$ cat src/rtl/buffer_dispositivo_uscita.sv
// Output-side byte FIFO: captures interface writes on the strobe edge and
// hands bytes one by one to a slow device over a dav_/rfd handshake.
module buffer_dispositivo_uscita #(
  parameter int DEPTH = 4,
  parameter int AW    = 2
) (
  input  logic          clock,
  input  logic          reset,
  input  logic [7:0]    byte_in,
  input  logic          strobe,
  input  logic          rfd,
  input  logic          ovr_clr,
  output logic [7:0]    byte_dev,
  output logic          dav_,
  output logic [AW:0]   count,
  output logic          full,
  output logic          overrun
);

  localparam logic [1:0] S_IDLE    = 2'd0;
  localparam logic [1:0] S_SETUP   = 2'd1;
  localparam logic [1:0] S_OFFER   = 2'd2;
  localparam logic [1:0] S_RELEASE = 2'd3;

  localparam logic [AW:0]   CNT_ONE  = (AW+1)'(1);
  localparam logic [AW:0]   CNT_FULL = (AW+1)'(DEPTH);
  localparam logic [AW-1:0] PTR_ONE  = AW'(1);

  // Synchronizers run free so a strobe already high during reset yields no edge.
  logic stb_s1_q, stb_s2_q, stb_s3_q;
  logic rfd_s1_q, rfd_s2_q;

  logic [7:0]    mem_q [DEPTH];
  logic [AW-1:0] wr_ptr_q, wr_ptr_d;
  logic [AW-1:0] rd_ptr_q, rd_ptr_d;
  logic [AW:0]   count_q, count_d;
  logic [1:0]    state_q, state_d;
  logic [7:0]    byte_dev_q, byte_dev_d;
  logic          dav_q, dav_d;
  logic          overrun_q, overrun_d;

  logic push_req, push, pop, rfd_s, full_w;

  assign rfd_s  = rfd_s2_q;
  assign full_w = (count_q == CNT_FULL);

  always_comb begin
    push_req   = stb_s2_q & ~stb_s3_q & ~reset;
    pop        = (state_q == S_OFFER) & ~rfd_s;
    // A pop on the same edge frees the slot, so the push is still accepted.
    push       = push_req & (~full_w | pop);

    state_d    = state_q;
    byte_dev_d = byte_dev_q;
    dav_d      = dav_q;
    case (state_q)
      S_IDLE: begin
        dav_d = 1'b1;
        if ((count_q != '0) && rfd_s) begin
          byte_dev_d = mem_q[rd_ptr_q];
          state_d    = S_SETUP;
        end
      end
      S_SETUP: begin
        dav_d   = 1'b0;
        state_d = S_OFFER;
      end
      S_OFFER: begin
        if (!rfd_s) begin
          dav_d   = 1'b1;
          state_d = S_RELEASE;
        end
      end
      S_RELEASE: begin
        if (rfd_s) state_d = S_IDLE;
      end
      default: begin
        dav_d   = 1'b1;
        state_d = S_IDLE;
      end
    endcase

    wr_ptr_d = push ? wr_ptr_q + PTR_ONE : wr_ptr_q;
    rd_ptr_d = pop  ? rd_ptr_q + PTR_ONE : rd_ptr_q;
    count_d  = count_q;
    if (push) count_d = count_d + CNT_ONE;
    if (pop)  count_d = count_d - CNT_ONE;

    overrun_d = overrun_q;
    if (ovr_clr) overrun_d = 1'b0;
    if (push_req && full_w && !pop) overrun_d = 1'b1;
  end

  always_ff @(posedge clock) begin
    stb_s1_q <= strobe;
    stb_s2_q <= stb_s1_q;
    stb_s3_q <= stb_s2_q;
    rfd_s1_q <= rfd;
    rfd_s2_q <= rfd_s1_q;
    if (push) mem_q[wr_ptr_q] <= byte_in;
  end

  always_ff @(posedge clock) begin
    if (reset) begin
      wr_ptr_q   <= '0;
      rd_ptr_q   <= '0;
      count_q    <= '0;
      state_q    <= S_IDLE;
      byte_dev_q <= 8'h00;
      dav_q      <= 1'b1;
      overrun_q  <= 1'b0;
    end else begin
      wr_ptr_q   <= wr_ptr_d;
      rd_ptr_q   <= rd_ptr_d;
      count_q    <= count_d;
      state_q    <= state_d;
      byte_dev_q <= byte_dev_d;
      dav_q      <= dav_d;
      overrun_q  <= overrun_d;
    end
  end

  assign byte_dev = byte_dev_q;
  assign dav_     = dav_q;
  assign count    = count_q;
  assign full     = full_w;
  assign overrun  = overrun_q;

endmodule
$ cat config.mk
export PLATFORM = sky130hd
export DESIGN_NAME = buffer_dispositivo_uscita
export DESIGN_NICKNAME = d
export VERILOG_FILES = /design/src/rtl/buffer_dispositivo_uscita.sv
export SDC_FILE = /design/constraint.sdc
export NUM_CORES = 1
export LEC_CHECK = 0
export ABC_AREA = 1
export BUFFER_PORTS_ARGS = -buffer_cell sky130_fd_sc_hd__buf_2
export CORE_MARGIN = 3
export CORE_UTILIZATION = 32
export CTS_BUF_LIST = sky130_fd_sc_hd__clkbuf_16
export CTS_CLUSTER_SIZE = 14
export DETAILED_ROUTE_END_ITERATION = 7
export REMOVE_ABC_BUFFERS = 1
export SYNTH_ARGS = -nofsm -noshare
export SYNTH_HDL_FRONTEND = slang
export SYNTH_SLANG_ARGS = --single-unit
$ cat constraint.sdc
create_clock -name clock -period 3.8 [get_ports clock]
set_input_delay 0.76 -clock clock [delete_from_list [all_inputs] [get_ports clock]]
set_output_delay 0.76 -clock clock [all_outputs]
set_load 0.01 [all_outputs]
Word-level counts from Yosys, hierarchy flattened --
Memory sizes are Yosys's and may differ from the RTL's. A register that Yosys moved wholly into a read port is not among the register bits. Cells that the tools add are included. Widths: inputs -> output; s select.
Word-level totals: flip-flop bits (word level) 16, memory bits (writable) 32, bits of input ports 13, memories 1
Memory list:
- mem_q | depth 4, width 8, rd ports 1, clocked after Yosys merged registers in 1, wr ports 1, RTL line 33 | logic [7:0] mem_q [DEPTH];
Operators by class: $add $sub $neg 4, eq/ne operators 7, multiplexer cells 12, bitwise logic cells 9, reduce and logical (&&, ||, !) cells 11
Operator list (count):
- $pmux 2 s4 | 1
- $mux 2 | 3
- $mux 3 | 2
- $ne 2x2->1 const B | 3
- $reduce_bool 3->1 | 2
- $mux 1 | 5
- $add 2x1->2 const B | 2
- $and 1x1->1 | 4
- $eq 2x2->1 const B | 2
- $not 1->1 | 4
- $reduce_and 2->1 | 2
- $add 3x1->3 const B | 1
- $eq 3x3->1 const B | 1
- $logic_and 1x1->1 | 3
- $pmux 1 s3 | 1
- $reduce_and 3->1 | 1
- $sub 3x1->3 const B | 1
- $eq 2x1->1 const B | 1
- $logic_not 2->1 | 1
- $reduce_bool 2->1 | 1
- $logic_not 1->1 | 1
- $or 1x1->1 | 1

Longest topological paths before layout --
Gate-level depths: netlist of the first run.
word-level depth 7, depth in mapped cells 16, depth with buffers taken out 16

Worst setup path after synthesis of the first run --
OpenSTA, ideal clock, no wires.
kind input to register, start input reset, end memory mem_q[0][0] (enable), library setup time 0.371 ns, arrival time 1.608 ns, slack 1.822 ns, stages on the path 6, buffers on the path 1, cell sequence inv_2 -> nand2_4 -> nor2_8 -> nand2_4 -> buf_12 -> nor2_1
Between the ends: word-level cells in the longest chain between the ends 5
RTL lines:
- start: declaration | RTL line 8 | input logic reset,
- $not 1->1 | RTL line 48 | push_req = stb_s2_q & ~stb_s3_q & ~reset;
- $and 1x1->1 | RTL line 48
- $and 1x1->1 | RTL line 51 | push = push_req & (~full_w | pop);
- $mux 1 | RTL line 100 | if (push) mem_q[wr_ptr_q] <= byte_in;
- $mux 1 (not written as such) | RTL line 100
- end: declaration | RTL line 33
Every way passes these cells.

Final worst setup path of the first run --
start register count_q[0] (netlist: count[0]), end output full
Between the ends: word-level cells in the longest chain between the ends 1
RTL lines:
- start: declaration | RTL line 36 | logic [AW:0] count_q, count_d;
- start signal: assignment | RTL line 115 | count_q <= count_d;
- $eq 3x3->1 | RTL line 45 | assign full_w = (count_q == CNT_FULL);
- end: declaration | RTL line 16 | output logic full,
Every way passes these cells.

==> impl_results.md, run 1 <==
- Status: complete, no violations
- Max Buffers Root-to-Sink: 2
- Hold crit path type: flip-flop to flip-flop
- Die area: 0.00871 sq mm
- Largest net degree at the start of global routing: 19
- Clk slew on worst S/H paths: 60 ps
- Setup Crit Path Kind: flip-flop to primary output
- Post-route cell area: 0.00277 sq mm
- DR WL/cell: 11.9 um
- Met3 Usage GRT: 0.0257
- ANT cells: 0
- Cts repair resizes: 0
- Final period util: 0.555
- Setup TNS: 0 ps
- Setup Viol. Count Final: 0
- First-pass DRT Iterations: 4
- Synth-to-layout area growth: 13.5%
- Syn. warnings: 0
- Gate power share: 0.140
- Num Clock Sinks: 56
- Row count: 31
- Detailed Route WL: 4380 um
- Worst Tran Pin Value: 590 ps
- Crit-path leading delay family: flip-flops
- Max-slew violations: 0
- Layout cells sized above 1: 0.194
- Critical path cell sequence: inv_1 -> ha_1 -> nand2_1 -> inv_2 -> buf_2
- DRC viols: 0
- GRT Max-Usage Layer: met2
- WP buf/inv: 3
- Clk_lat worst skew: 290 ps
- Slowest cell on crit path: dfxtp_1
- Buffers on Ports: 26
- Gr ovfl total: 0
- Synth Cell Area: 0.00244 sq mm
- Top FF cell, synth: edfxtp_1
- Global-route wire length before repair: 7180 um
- Reg-to-Reg End: mem_q[2][3]
- Final non-filler cell total: 367
- Hold Path Depth: 0
- Clock Power Share: 0.331
- Vias in the first global route: 1451
- Routability cong.: 0.797
- Clock tree from TritonCTS: yes
- Initial antenna violation count: 0
- Sequential Power Share: 0.529
- GRT Util Overall: 0.109
- Peak VDD IR: 164 uV
- Worst-path fanout max: 5
- Vias/cell: 4.27
- Worst setup path end: full
- CTS Buf Count: 5
- Cells after DPL: 359
- Register area share after synthesis: 0.590
- Antenna-violating nets left: 0
- Final Hold Fails: 0
- Htree depth: 2
- Synthesized instance count: 241
- Switching power: 0.343 mW
- Initial DRC count: 97
- Hold buffer count at CTS: 0
- Clock Skews: 6.36 ps
- RSZ-0062 raised after global routing: no
- Int Pwr: 0.987 mW
- Tmin final: 2110 ps
- CP startpoint: count[0]
- Worst hold margin: 328 ps
- Worst Reg-to-Reg Cells: 7
- Commonest non-fill, non-tap cell in the layout: nor2_1
- Final core occ: 0.378
- Met1 Track Usage GR: 0.144
- Post-synth EDFFs: 32
- Net Sw Frac: 0.258
- Fmax: 474 MHz
- Synthesized area per cell: 10.1 sq um
- Asr flop ratio synth: 0
- Arr. time, crit path: 1350 ps
- Initial Utilization: 0.333
- #FFs+latches synth: 56
- Crit start category: flip-flop
- Crit path capture type: primary output
- # IOs: 27
- Crit path depth: 5
- Met2 usage: 0.168
- Post-DP HPWL: 3250 um
- Die Y: 93.3 um
- Worst Path Required: 3040 ps
- Commonest cells after routing, fill and taps aside: nor2_1 (40), edfxtp_1 (32), nand2_1 (29)
- R2r setup slk: 1830 ps
- Crit Reg-Reg Startpoint: count[0]
- Final net count: 292
- Max-slew headroom: 0.605
- DIE WIDTH: 93.3 um
- Area post-placement: 0.00263 sq mm
- Post-CTS Setup Bufs: 0
- Leakage dissipation: 1.19 nW
- Crit path largest cell delay: 420 ps
- Power Density: 480 mW/mm^2
- Clk root buf: clkbuf_16
- Core box area: 0.00733 sq mm
- DR vias: 1566
- Max cap viols: 0
- Distinct cells, synth: 23
[routing by layer]
| layer | vias to the layer above | wire (um) | share of wire |
|---|---|---|---|
| met4 | 0 | 94 | 0.021 |
| met1 | 698 | 2090 | 0.48 |
| met3 | 6 | 192 | 0.044 |
| met5 | - | 0 | 0 |
| li1 | 833 | - | - |
| met2 | 29 | 2000 | 0.46 |
[power by group through the flow]
stage	logic (mW)	clock network (mW)	registers [mW]
floorplan	0.120	0	0.721
global placement	0.185	0	0.717
detailed placement	0.188	0	0.717
CTS	0.189	0.453	0.705
global route	0.215	0.479	0.709
finish	0.186	0.440	0.704
[kinds of logic after synthesis]
logic type	Yosys count	synth area share
simple gates	89	0.177
flops	56	0.590
compound gates	45	0.0938
buf+inv	39	0.0769
fa+ha+maj	12	0.0615
[sequential cells by signal, summed over array words and instances, names as in the netlist]
signal and count:
stb_s1_q 1, stb_s2_q 1, count 3, rd_ptr_q 2
wr_ptr_q 2, rfd_s1_q 1, byte_dev 8, dav_ 1
stb_s3_q 1, state_q 2, mem_q 32, rfd_s 1
overrun 1
[worst min-delay path by stage]
stage,start,end
finish,stb_s1_q,stb_s2_q
global route,stb_s1_q,stb_s2_q
CTS,rfd_s1_q,rfd_s
detailed placement,rfd_s1_q,rfd_s
global placement,stb_s1_q,stb_s2_q
floorplan,rfd_s1_q,rfd_s
[Yosys cell counts, types with 5 or more instances]
cell / number / area (sq um)
nor2_1: 40 / 150
o21ai_1: 5 / 25.0
nand2_4: 6 / 67.6
nand3_1: 6 / 30.0
edfxtp_1: 32 / 961
ha_1: 12 / 150
nand2_1: 29 / 109
o21ai_0: 24 / 120
a21oi_1: 15 / 75.1
dfxtp_1: 24 / 480
inv_2: 6 / 22.5
inv_1: 26 / 97.6
[per-stage QoR]
step           total power, mW  setup slack (ps)
2_1_floorplan            0.841              1810
3_3_place_gp             0.902              1460
3_5_place_dp             0.905              1420
4_1_cts                   1.35              1650
5_1_grt                   1.40              1580
6_report                  1.33              1690
[area by class of cell]
| type | instances | area [sq um] |
|---|---|---|
| clock buffers | 5 | 125 |
| clock inverters | 3 | 17.5 |
| fillers | 722 | 4560 |
| inverters | 32 | 120 |
| multi-input cells | 146 | 812 |
| flip-flops and latches | 56 | 1440 |
| well taps | 99 | 124 |
| repair buffers | 26 | 130 |
Power figures use the tool's default switching activity.
==> run 2: changes to the inputs <==
==> constraint.sdc (replaced) <==
create_clock -name clock -period 2.01 [get_ports clock]
set_input_delay 0.402 -clock clock [delete_from_list [all_inputs] [get_ports clock]]
set_output_delay 0.402 -clock clock [all_outputs]
set_load 0.01 [all_outputs]
==> impl_results.md, run 2 (synthesis results as in run 1) <==
- Worst-path fanout max: 5 (unchanged)
- Gr ovfl total: 0 (unchanged)
- Worst Path Required: 2200 ps (was 3040 ps)
- Global-route wire length before repair: 7020 um (was 7180 um)
- RSZ-0062 raised after global routing: no (unchanged)
- Antenna-violating nets left: 0 (unchanged)
- Fill cells: 720 (was 722)
- Max reg flops: 32 (unchanged)
- DR WL/cell: 11.2 um (was 11.9 um)
- Tmin final: 1830 ps
- Int Pwr: 1.87 mW (was 0.987 mW)
- Final net count: 301 (was 292)
- Final Hold Fails: 0 (unchanged)
- First-pass DRT Iterations: 4 (unchanged)
- Largest net degree at the start of global routing: 18 (was 19)
- Clk slew on worst S/H paths: 70 ps (was 60 ps)
- Vias in the first global route: 1469 (was 1451)
- Net Sw Frac: 0.257 (was 0.258)
- Hold Path Depth: 1 (was 0)
- Vias/cell: 4.24 (was 4.27)
- Num Clock Sinks: 56 (unchanged)
- Layout cells sized above 1: 0.217 (was 0.194)
- CTS Buf Count: 5 (unchanged)
- Buffers on Ports: 26 (unchanged)
- Setup TNS: 0 ps (unchanged)
- Critical path cell sequence: inv_1 -> ha_1 -> nand2_4 -> nand2_4 -> nand2_4 -> nand2_4 -> and2_1 -> ha_1 -> nand2_1 -> nand2_1 -> nand2_1 -> nand2_1 -> nand2_1 -> nor2_1 (was inv_1 -> ha_1 -> nand2_1 -> inv_2 -> buf_2)
- Worst Reg-to-Reg Cells: 14 (was 7)
- Clk root buf: clkbuf_16 (unchanged)
- Clk_lat worst skew: 290 ps (about the same)
- Crit Reg-Reg Startpoint: state_q[0] (was count[0])
- DIE WIDTH: 93.3 um (unchanged)
- Final non-filler cell total: 376 (was 367)
- Cells after DPL: 368 (was 359)
- R2r setup slk: 180 ps (was 1830 ps)
- Max cap viols: 0 (unchanged)
- Clock Power Share: 0.330 (was 0.331)
- Leakage dissipation: 1.24 nW (was 1.19 nW)
- Worst Tran Pin Value: 353 ps (was 590 ps)
- Crit start category: flip-flop (unchanged)
- Hold crit path type: input pin to flip-flop (was flip-flop to flip-flop)
- Commonest cells after routing, fill and taps aside: nor2_1 (40), edfxtp_1 (32), nand2_1 (29) (unchanged)
- Hold buffer count at CTS: 0 (unchanged)
- Commonest non-fill, non-tap cell in the layout: nor2_1 (unchanged)
- Switching power: 0.645 mW (was 0.343 mW)
- Final period util: 0.913
- # IOs: 27 (unchanged)
- Routability cong.: 0.770 (was 0.797)
- Cts repair resizes: 0 (unchanged)
- Status: complete, no violations (unchanged)
- Crit path largest cell delay: 390 ps (was 420 ps)
- Worst Hold End: rfd_s1_q (was stb_s2_q)
- Dpl ws: 193 ps (was 1420 ps)
- Die area: 0.00871 sq mm (unchanged)
- Hold_sp: rfd (was stb_s1_q)
- Gate power share: 0.144 (was 0.140)
- GRT Util Overall: 0.104 (was 0.109)
- Final WS setup: 175 ps (was 1690 ps)
- Reg-to-Reg End: count[2] (was mem_q[2][3])
- Initial antenna violation count: 0 (unchanged)
- DR vias: 1593 (was 1566)
- Max Buffers Root-to-Sink: 2 (unchanged)
- Clock Skews: 7.59 ps (was 6.36 ps)
- Post-DP HPWL: 3040 um (was 3250 um)
- Setup Viol. Count Final: 0 (unchanged)
- Max-slew violations: 0 (unchanged)
- Crit path capture type: flip-flop (was primary output)
- Final core occ: 0.387 (was 0.378)
- Sequential Power Share: 0.526 (was 0.529)
- ANT cells: 0 (unchanged)
- Core box area: 0.00733 sq mm (unchanged)
- DRC viols: 0 (unchanged)
- Htree depth: 2 (unchanged)
- Fmax: 545 MHz
- Power Density: 886 mW/mm^2 (was 480 mW/mm^2)
- Detailed Route WL: 4210 um (was 4380 um)
- Slowest cell on crit path: dfxtp_1 (unchanged)
- Most frequent CP cell: nand2_1
- Die Y: 93.3 um (unchanged)
- Reg with most FFs: mem_q (unchanged)
- Synth-to-layout area growth: 16.1% (was 13.5%)
- Combined area of the multi-input logic cells: 812 sq um (unchanged)
- Sequential Area: 0.00144 sq mm (unchanged)
- Clock tree from TritonCTS: yes (unchanged)
- Arr. time, crit path: 2020 ps (was 1350 ps)
- Max-slew headroom: 0.764 (was 0.605)
- Initial DRC count: 60 (was 97)
- Post-CTS Setup Bufs: 0 (unchanged)
- Peak VDD IR: 337 uV (was 164 uV)
- Row count: 31 (unchanged)
- Setup Crit Path Kind: flip-flop to flip-flop (was flip-flop to primary output)
- Initial Utilization: 0.333 (unchanged)
-- run 2: cell types whose count changed in the layout (fill, tap and decap cells not counted), sizes merged --
| cell | change |
|---|---|
| clkinvlp | +1 |
| clkinv | -1 |
| buf | +9 |
-- run 2: how the worst max path moves through the flow --
| stage | depth (start not counted) | to | start | slack, ps |
|---|---|---|---|---|
| floorplan | 7 | mem_q[0][0] | count[0] | 190 |
| global placement | 14 | count[2] | state_q[0] | 240 |
| detailed placement | 14 | count[2] | state_q[0] | 190 |
| CTS | 14 | count[2] | state_q[0] | 180 |
| global route | 14 | count[2] | state_q[0] | 7 |
| finish | 14 | count[2] | state_q[0] | 180 |
-- run 2: metal layers --
metal / wire (um) / GRT usage / vias up
met5: 0 / 0 / -
met4: 82 / 0.0476 / 0
met3: 147 / 0.0257 / 6
met2: 1960 / 0.166 / 24
met1: 2020 / 0.133 / 715
li1: - / - / 848
-- run 2: per-stage QoR --
step           hold WS, ps  instance area (sq um)  power (mW)
4_1_cts                205                   2840        2.54
5_1_grt                202                   2840        2.64
2_1_floorplan          310                   2370        1.59
6_report               208                   2840        2.51
3_3_place_gp           310                   2700        1.70
3_5_place_dp           314                   2700        1.72
-- run 2: area by class of cell --
| type | count | share of cell area |
|---|---|---|
| clock buffers | 5 | 0.0441 |
| well taps | 99 | 0.0437 |
| flip-flops and latches | 56 | 0.508 |
| multi-input cells | 146 | 0.286 |
| clock inverters | 3 | 0.00530 |
| repair buffers | 35 | 0.0697 |
| inverters | 32 | 0.0424 |
-- run 2: worst max-delay path, delay by kind of cell, from the launching register on --
kind | cells | cell delay (ps)
AND/OR/NAND/NOR | 11 | 780
adder cells (fa/ha/maj) | 2 | 460
flip-flops | 1 | 390
buffers and inverters | 1 | 100
-- run 2: power by group through the flow --
stage | Clock (mW) | Combinational [mW] | Sequential, mW
after CTS | 0.848 | 0.368 | 1.32
after global routing | 0.899 | 0.415 | 1.33
after global placement | 0 | 0.355 | 1.35
after floorplan | 0 | 0.227 | 1.36
final | 0.828 | 0.362 | 1.32
after detailed placement | 0 | 0.367 | 1.35
